### src/rtl/video_timing_gen.sv
// Runtime-reprogrammable raster timing generator: pixel/line counters, sync,
// active-draw and frame strobes, with new timing taken only at frame boundaries.
module video_timing_gen #(
  parameter int H_W          = 11,
  parameter int V_W          = 10,
  parameter int DEF_H_ACTIVE = 1280,
  parameter int DEF_H_FP     = 110,
  parameter int DEF_H_SYNC   = 40,
  parameter int DEF_H_BP     = 220,
  parameter int DEF_V_ACTIVE = 720,
  parameter int DEF_V_FP     = 5,
  parameter int DEF_V_SYNC   = 5,
  parameter int DEF_V_BP     = 20,
  parameter int H_SYNC_POL   = 1,
  parameter int V_SYNC_POL   = 1,
  parameter int FPS          = 60
) (
  input  logic             pixel_clk,
  input  logic             rst_n,
  input  logic             enable,
  input  logic             cfg_valid,
  output logic             cfg_ready,
  input  logic [4*H_W-1:0] cfg_h,
  input  logic [4*V_W-1:0] cfg_v,
  output logic             cfg_err,
  output logic [H_W-1:0]   h_count,
  output logic [V_W-1:0]   v_count,
  output logic             h_sync,
  output logic             v_sync,
  output logic             active_draw,
  output logic             line_end,
  output logic             new_frame,
  output logic [5:0]       frame_count
);

  localparam int HS = H_W + 2;
  localparam int VS = V_W + 2;

  localparam logic [4*H_W-1:0] DEF_H = {H_W'(DEF_H_ACTIVE), H_W'(DEF_H_FP),
                                        H_W'(DEF_H_SYNC), H_W'(DEF_H_BP)};
  localparam logic [4*V_W-1:0] DEF_V = {V_W'(DEF_V_ACTIVE), V_W'(DEF_V_FP),
                                        V_W'(DEF_V_SYNC), V_W'(DEF_V_BP)};

  logic [4*H_W-1:0] act_h, pend_h;
  logic [4*V_W-1:0] act_v, pend_v;
  logic             pend;

  logic [H_W-1:0] h_active, h_fp, h_sw, h_bp;
  logic [V_W-1:0] v_active, v_fp, v_sw, v_bp;
  logic [HS-1:0]  h_total, hs_start, hs_end, h_ext;
  logic [VS-1:0]  v_total, vs_start, vs_end, v_ext;
  logic           h_last, v_last, h_sync_on, v_sync_on;

  assign {h_active, h_fp, h_sw, h_bp} = act_h;
  assign {v_active, v_fp, v_sw, v_bp} = act_v;

  assign h_total  = HS'(h_active) + HS'(h_fp) + HS'(h_sw) + HS'(h_bp);
  assign v_total  = VS'(v_active) + VS'(v_fp) + VS'(v_sw) + VS'(v_bp);
  assign hs_start = HS'(h_active) + HS'(h_fp);
  assign hs_end   = hs_start + HS'(h_sw);
  assign vs_start = VS'(v_active) + VS'(v_fp);
  assign vs_end   = vs_start + VS'(v_sw);
  assign h_ext    = HS'(h_count);
  assign v_ext    = VS'(v_count);

  assign h_last    = (h_ext == h_total - HS'(1));
  assign v_last    = (v_ext == v_total - VS'(1));
  assign h_sync_on = (h_ext >= hs_start) && (h_ext < hs_end);
  assign v_sync_on = (v_ext >= vs_start) && (v_ext < vs_end);

  // Decode is purely combinational so it lines up with the counters; holding
  // the counters with enable low therefore holds every level output too.
  assign active_draw = (h_count < h_active) && (v_count < v_active);
  assign h_sync      = (H_SYNC_POL != 0) ? h_sync_on : ~h_sync_on;
  assign v_sync      = (V_SYNC_POL != 0) ? v_sync_on : ~v_sync_on;
  assign line_end    = enable && h_last;
  assign new_frame   = line_end && v_last;
  assign cfg_ready   = ~pend;

  // Pending timing is sanity-checked before it may replace the live timing.
  logic [H_W-1:0] p_h_active, p_h_fp, p_h_sw, p_h_bp;
  logic [V_W-1:0] p_v_active, p_v_fp, p_v_sw, p_v_bp;
  logic [HS-1:0]  p_h_total;
  logic [VS-1:0]  p_v_total;
  logic           pend_ok;

  assign {p_h_active, p_h_fp, p_h_sw, p_h_bp} = pend_h;
  assign {p_v_active, p_v_fp, p_v_sw, p_v_bp} = pend_v;
  assign p_h_total = HS'(p_h_active) + HS'(p_h_fp) + HS'(p_h_sw) + HS'(p_h_bp);
  assign p_v_total = VS'(p_v_active) + VS'(p_v_fp) + VS'(p_v_sw) + VS'(p_v_bp);
  assign pend_ok   = (p_h_total <= (HS'(1) << H_W)) && (p_v_total <= (VS'(1) << V_W)) &&
                     (p_h_active != '0) && (p_h_sw != '0) &&
                     (p_v_active != '0) && (p_v_sw != '0);

  always_ff @(posedge pixel_clk or negedge rst_n) begin
    if (!rst_n) begin
      h_count     <= '0;
      v_count     <= '0;
      frame_count <= '0;
    end else if (enable) begin
      if (h_last) begin
        h_count <= '0;
        if (v_last) begin
          v_count     <= '0;
          frame_count <= (frame_count == 6'(FPS - 1)) ? 6'd0 : frame_count + 6'd1;
        end else begin
          v_count <= v_count + 1'b1;
        end
      end else begin
        h_count <= h_count + 1'b1;
      end
    end
  end

  // Apply and accept can never coincide: apply needs pend set, accept needs it clear.
  always_ff @(posedge pixel_clk or negedge rst_n) begin
    if (!rst_n) begin
      act_h   <= DEF_H;
      act_v   <= DEF_V;
      pend_h  <= '0;
      pend_v  <= '0;
      pend    <= 1'b0;
      cfg_err <= 1'b0;
    end else begin
      cfg_err <= 1'b0;
      if (new_frame && pend) begin
        pend <= 1'b0;
        if (pend_ok) begin
          act_h <= pend_h;
          act_v <= pend_v;
        end else begin
          cfg_err <= 1'b1;
        end
      end else if (cfg_valid && !pend) begin
        pend_h <= cfg_h;
        pend_v <= cfg_v;
        pend   <= 1'b1;
      end
    end
  end

endmodule
### config.mk
export PLATFORM = sky130hd
export DESIGN_NAME = video_timing_gen
export DESIGN_NICKNAME = d
export VERILOG_FILES = /design/src/rtl/video_timing_gen.sv
export SDC_FILE = /design/constraint.sdc
export NUM_CORES = 1
export LEC_CHECK = 0
export ABC_CLOCK_PERIOD_IN_PS = 13560
export CORE_MARGIN = 3
export CORE_UTILIZATION = 55
export CTS_CLUSTER_DIAMETER = 40
export DETAILED_ROUTE_END_ITERATION = 8
export DONT_BUFFER_PORTS = 1
export GPL_ROUTABILITY_DRIVEN = 0
export PLACE_DENSITY = 0.7
export SLEW_MARGIN = 20
export SYNTH_ARGS = -nofsm -noshare
export SYNTH_HDL_FRONTEND = slang
export SYNTH_SLANG_ARGS = --single-unit
### constraint.sdc
create_clock -name pixel_clk -period 13.56 [get_ports pixel_clk]
set_input_delay 1.356 -clock pixel_clk [delete_from_list [all_inputs] [get_ports pixel_clk]]
set_output_delay 1.356 -clock pixel_clk [all_outputs]
set_load 0.05 [all_outputs]
==> flow_metrics.tcl, run 1 <==
set metrics [dict create \
    synth_xor_area_frac 0.0545 \
    required_ps 12200 \
    p_per_area_nw_per_um2 206 \
    timing.fmax_mhz 117 \
    synth_top_area_cell "dfrtp_1" \
    synth-seq-area-share 0.347 \
    cts_buffers 17 \
    drive_gt1_frac 0.192 \
    cts_root_buf "clkbuf_16" \
    cts_buffer_depth 2 \
    synth_top_family_by_area "adder cells" \
    portBuffers 0 \
    critPathCaptureType "output port" \
    cp-endpoint "new_frame" \
    synth_compound_area_frac 0.114 \
    ant_nets 0 \
    met2WireLength_mm 13.2 \
    antenna_found_initial 2 \
    start_util 0.563 \
    wl_per_cell_um 18.9 \
    fin_skew_ps 17.1 \
    holdBufCountCts 0 \
    synth_common_cells "dfrtp_1, ha_1, inv_1" \
    status "completed" \
    vdd_drop_max_mv 0.224 \
    synthAdderAreaFrac 0.213 \
    via_per_inst 5.86 \
    rsz0062_at_grt "false" \
    area_delta_synth_final_pct 6.43 \
    drt_iter0_markers 530 \
    syn_nets 1577 \
    syn_area_um2 14300 \
    cp_data_arrival_time_ps 7200 \
    yosys.area_share.simple 0.0782 \
    cts_tree "yes" \
    cts.repair.resized 0 \
    fp.coreArea_um2 25400 \
    grt_first_pass_wirelength_mm 50.2 \
    fin_crit_sh 0.631 \
    setup_viol 0 \
    rows 58 \
    fillers 2098 \
    avgSynthCellArea_um2 11.2 \
    final_hold_viol_count 0 \
    clock_latency_ps 450 \
    postCtsSetupBuffers 0 \
    rrSetupSlack_ps 6420 \
    netlist.area_leader.share 0.303 \
    final_nets 1580 \
    grt_max_degree 198 \
    drcViolationCount 0 \
    fin_tns_setup_ps 0 \
    met3_length_mm 1.61 \
    critical_path_class "reg -> out" \
    timing.max_cap.violations 0 \
    grt_pass1_vias 9519 \
    fp.dieH_um 167 \
    p_total_uw 3130 \
    grt_overflow_total 0 \
    vias 9508 \
    ys.warnings.count 0 \
    r2r_end "act_v[13]$_DFFE_PN0P_" \
    gr-usage-all-layers 0.223 \
    clk_pin_slew_ps 80 \
    yosysMostFrequentCell "dfrtp_1" \
    maxSlewViolCount 0 \
    wl_mm 30.7 \
    top_layer_used "met5" \
    synthArstFlopShare 1.00 \
    crit_fanout 12 \
    dp_hpwl_mm 24.0 \
    power_leakage_uw 0.00708 \
    startpoint_type "flop" \
    syn_inst 1275 \
    crit_start "act_h[22]$_DFFE_PN0P_" \
    first_pass_iters 5 \
    die_w_um 167 \
    synth_ff_type "dfrtp_1" \
    min_path_type "reg -> reg" \
    synth_edf_count 0 \
    synth_cell_types 70 \
    final_util 0.599 \
    ys_seq_elements 197 \
    holdWs_ps 517 \
    final.min_clock_period_ps 8560 \
    worst_slew_pin_slew_ps 898 \
    pin_count 122 \
    r2r_start "act_h[22]$_DFFE_PN0P_" \
    synth_mux_area_frac 0.152 \
    synthTopCellsByArea "dfrtp_1, ha_1, mux2_2" \
    htree_levels 4 \
    clock_sinks 197 \
    die_area_um2 28000 \
    reg2regPathDepth 24 \
    relSlewSlack 0.401 \
    drt-met1-wl_mm 15.5 \
]
-- critical path, stage by stage (launching register included) --
cell and delay, ps:
dfrtp_1 400, ha_1 240, fa_1 410, a21o_1 180
a21oi_1 230, o21bai_1 90, a21oi_1 220, xnor2_1 130
ha_1 250, o41ai_1 540, o21bai_1 110, a21oi_1 230
xor2_1 220, ha_1 260, inv_1 60, ha_1 270
xor2_1 210, or4_1 450, o311ai_0 110, a211oi_1 160
nor4_1 270, and4_1 840, nand2_1 420, inv_1 450
-- layer usage --
| metal | vias up | global-route usage |
|---|---|---|
| met2 | 197 | 0.333 |
| met5 | - | 0 |
| met1 | 4708 | 0.341 |
| met3 | 24 | 0.0465 |
| met4 | 2 | 0.0455 |
| li1 | 4577 | - |
-- metrics by stage --
| stage | cells | worst slack [ps] | cell area [um2] |
|---|---|---|---|
| after floorplan | 1275 | 6840 | 14300 |
| after global placement | 1589 | 5710 | 14600 |
| after detailed placement | 1589 | 5530 | 14600 |
| after CTS | 1621 | 5020 | 15200 |
| after global routing | 1622 | 4460 | 15200 |
| final | 1622 | 5000 | 15200 |
-- report_power, final --
group	switching, uW	total [uW]	internal (uW)
logic	907	1710	801
clock network	248	509	261
registers	221	913	692
-- sequential cells by signal, summed over array words and instances (netlist names) --
name and cells:
act_h 44, pend_h 44, act_v 40, pend_v 40
h_count 11, v_count 10, frame_count 6, cfg_err 1
pend 1
-- layout by cell type, fill, tap and decap left out, types with 6 or more instances in the layout --
cell type,count
inv_1,121
o21ai_0,60
clkbuf_16,17
a211oi_1,13
ha_1,166
nor4_1,13
nand4_1,8
and3_1,13
or2_2,6
o21bai_1,16
nor3_1,19
nand2b_1,20
mux2_4,60
a21o_1,34
fa_1,48
nand3_1,15
o21a_1,10
mux2_2,111
xnor2_1,50
dfstp_2,24
xor2_1,39
or3_1,6
a21oi_1,56
nand2_1,40
o2111ai_1,6
dfrtp_1,173
nor2b_1,9
nor2_1,44
-- layout make-up --
cell class                      count  area (um2)  area share
Multi-Input combinational cell    936        8780       0.577
Inverter                          121         454      0.0298
Clock inverter                     13         146     0.00962
Sequential cell                   197        4960       0.326
Clock buffer                       19         433      0.0284
Timing Repair Buffer                5        37.5     0.00247
Antenna cell                        1        2.50    0.000164
Tap cell                          330         413      0.0271
-- cell families (layout without fill, tap and decap cells) --
logic type | after synthesis | after routing
simple gates | 212 | 212
xor+xnor | 89 | 89
compound gates | 246 | 246
buf+inv | 142 | 158
mux | 174 | 174
fa+ha+maj | 215 | 215
other cells | 0 | 1
flops | 197 | 197
-- worst min-delay path by stage --
stage                                startpoint                    end  slack (ps)  depth (start not counted)
after floorplan            act_v[0]$_DFFE_PN0P_   act_v[0]$_DFFE_PN0P_         480                          1
after global placement    act_h[22]$_DFFE_PN0P_  act_h[22]$_DFFE_PN0P_         500                          1
after detailed placement   act_h[1]$_DFFE_PN0P_   act_h[1]$_DFFE_PN0P_         500                          1
after CTS                  act_h[1]$_DFFE_PN0P_   act_h[1]$_DFFE_PN0P_         520                          1
after global routing      act_h[29]$_DFFE_PN0P_  act_h[29]$_DFFE_PN0P_         540                          1
final                      act_h[0]$_DFFE_PN0P_   act_h[0]$_DFFE_PN0P_         520                          1
Note: power is estimated with default switching activity, not from simulation.
==> run 2, diff against run 1 <==
- ABC_CLOCK_PERIOD_IN_PS: 13560 -> 8820
- clock period: 13.56 -> 8.82 ns (I/O delays scaled with it)
==> run 2 against run 1 <==
  * Count of clock-buffer cells in the layout up 2
  * Critical path depth up 1
  * First-iteration DRC count down 0.94%
  * Wire length down 1.5%
  * Final area up 0.15%
  * Combinational power up 56%
  * Total power up 55%
  * Sequential power up 53%
  * Global-route usage down 0.27 points
  * Worst hold slack worse by 380 ps
  * Highest routed layer unchanged
==> flow_metrics.tcl, run 2 (synthesis results as in run 1) <==
set metrics [dict create \
    stdcell_count 1624 \
    drcViolationCount 0 \
    cts_buffer_depth 2 \
    clk_pin_slew_ps 80 \
    final.min_clock_period_ps 7470 \
    reg2regPathDepth 24 \
    multiInputGateArea_um2 8780 \
    fin_skew_ps 19.1 \
    via_per_inst 5.85 \
    crit_fanout 12 \
    antenna_found_initial 1 \
    power_leakage_uw 0.00709 \
    r2r_start "act_h[22]$_DFFE_PN0P_" \
    clock_sinks 197 \
    grt_first_pass_wirelength_mm 49.7 \
    drive_gt1_frac 0.192 \
    wl_mm 30.2 \
    n_antenna_cell 0 \
    timing.fmax_mhz 134 \
    fp.coreArea_um2 25400 \
    fin_tns_setup_ps 0 \
    timing.max_cap.violations 0 \
    grt_overflow_total 0 \
    grt_pass1_vias 9400 \
    required_ps 7940 \
    portBuffers 0 \
    final_hold_viol_count 0 \
    cts.repair.resized 0 \
    rows 58 \
    status "completed" \
    start_util 0.563 \
    ant_nets 0 \
    reg_top3 "act_h (44), pend_h (44)" \
    area_delta_synth_final_pct 6.59 \
    setup_viol 0 \
    critical_path_class "reg -> out" \
    first_pass_iters 5 \
    final_nets 1583 \
    die_w_um 167 \
    cts_root_buf "clkbuf_16" \
    min_path_type "in -> async" \
    fin_crit_sh 0.847 \
    relSlewSlack 0.440 \
    rsz0062_at_grt "false" \
    p_per_area_nw_per_um2 318 \
    dp_hpwl_mm 23.5 \
    seq_area_um2 4960 \
    rrSetupSlack_ps 1910 \
    worst_slew_pin_slew_ps 840 \
    die_area_um2 28000 \
    pin_count 122 \
    r2r_end "act_h[42]$_DFFE_PN0P_" \
    placedCellCount 1591 \
    vias 9501 \
    layout_common_cells "dfrtp_1, ha_1, inv_1, mux2_2" \
    startpoint_type "flop" \
    drt_iter0_markers 525 \
    layout_commonest_cell "dfrtp_1" \
    fillers 2076 \
    vdd_drop_max_mv 0.256 \
    cp_data_arrival_time_ps 6590 \
    fp.dieH_um 167 \
    setup_ws_ps 1350 \
    critPathCaptureType "output port" \
    holdBufCountCts 0 \
    clock_latency_ps 450 \
    maxSlewViolCount 0 \
    wl_per_cell_um 18.6 \
    grt_max_degree 198 \
    postCtsSetupBuffers 0 \
    pre_cts_slack_ps 1810 \
    cts_tree "yes" \
    htree_levels 4 \
    cts_buffers 17 \
    gr-usage-all-layers 0.221 \
]
## run 2: layout make-up
class,count,share of cell area
Timing Repair Buffer,8,0.00525
Clock inverter,11,0.00796
Sequential cell,197,0.325
Clock buffer,21,0.0289
Inverter,121,0.0298
Multi-Input combinational cell,936,0.576
Tap cell,330,0.0271
## run 2: how the worst max path moves through the flow
stage	end	slack, ps	cells after the start	from
after floorplan	line_end	2570	22	act_h[22]$_DFFE_PN0P_
after global placement	new_frame	1960	24	act_h[22]$_DFFE_PN0P_
after detailed placement	new_frame	1810	24	act_h[22]$_DFFE_PN0P_
after CTS	new_frame	1330	24	act_h[22]$_DFFE_PN0P_
after global routing	new_frame	740	24	act_h[22]$_DFFE_PN0P_
final	new_frame	1350	24	act_h[22]$_DFFE_PN0P_
## run 2: report_power, final
group	internal, uW	leakage, uW	switching [uW]
Sequential	1060	0.00245	341
Combinational	1230	0.00437	1430
Clock	398	0.000267	372
## run 2: routing by layer
metal,track usage,vias to the layer above,wire length (um)
met5,0,-,7
met1,0.343,4675,15400
met3,0.0434,26,1520
met2,0.322,210,13000
met4,0.0455,2,321
li1,-,4588,-
## run 2: critical path, stage by stage (launching register included)
cell and delay [ps]:
dfrtp_1 390, ha_1 230, fa_1 400, a21o_1 170, a21oi_1 220, xnor2_1 210, ha_1 320, o21ai_0 160
a21oi_1 80, o41ai_1 450, o21bai_1 120, a21oi_1 240, xor2_1 220, ha_1 260, inv_1 60, ha_1 270
xor2_1 200, or4_1 440, o311ai_0 100, a211oi_1 150, nor4_1 280, and4_1 250, buf_4 270, nand2_1 270
inv_1 400
## run 2: stage by stage
stage	instance area [um2]	hold slack [ps]	power, uW	util
after CTS	15200	124	4820	0.599
after floorplan	14300	479	3410	-
after global placement	14700	491	3920	0.577
after detailed placement	14700	494	4020	0.577
final	15200	133	4840	0.600
after global routing	15200	114	5220	0.600
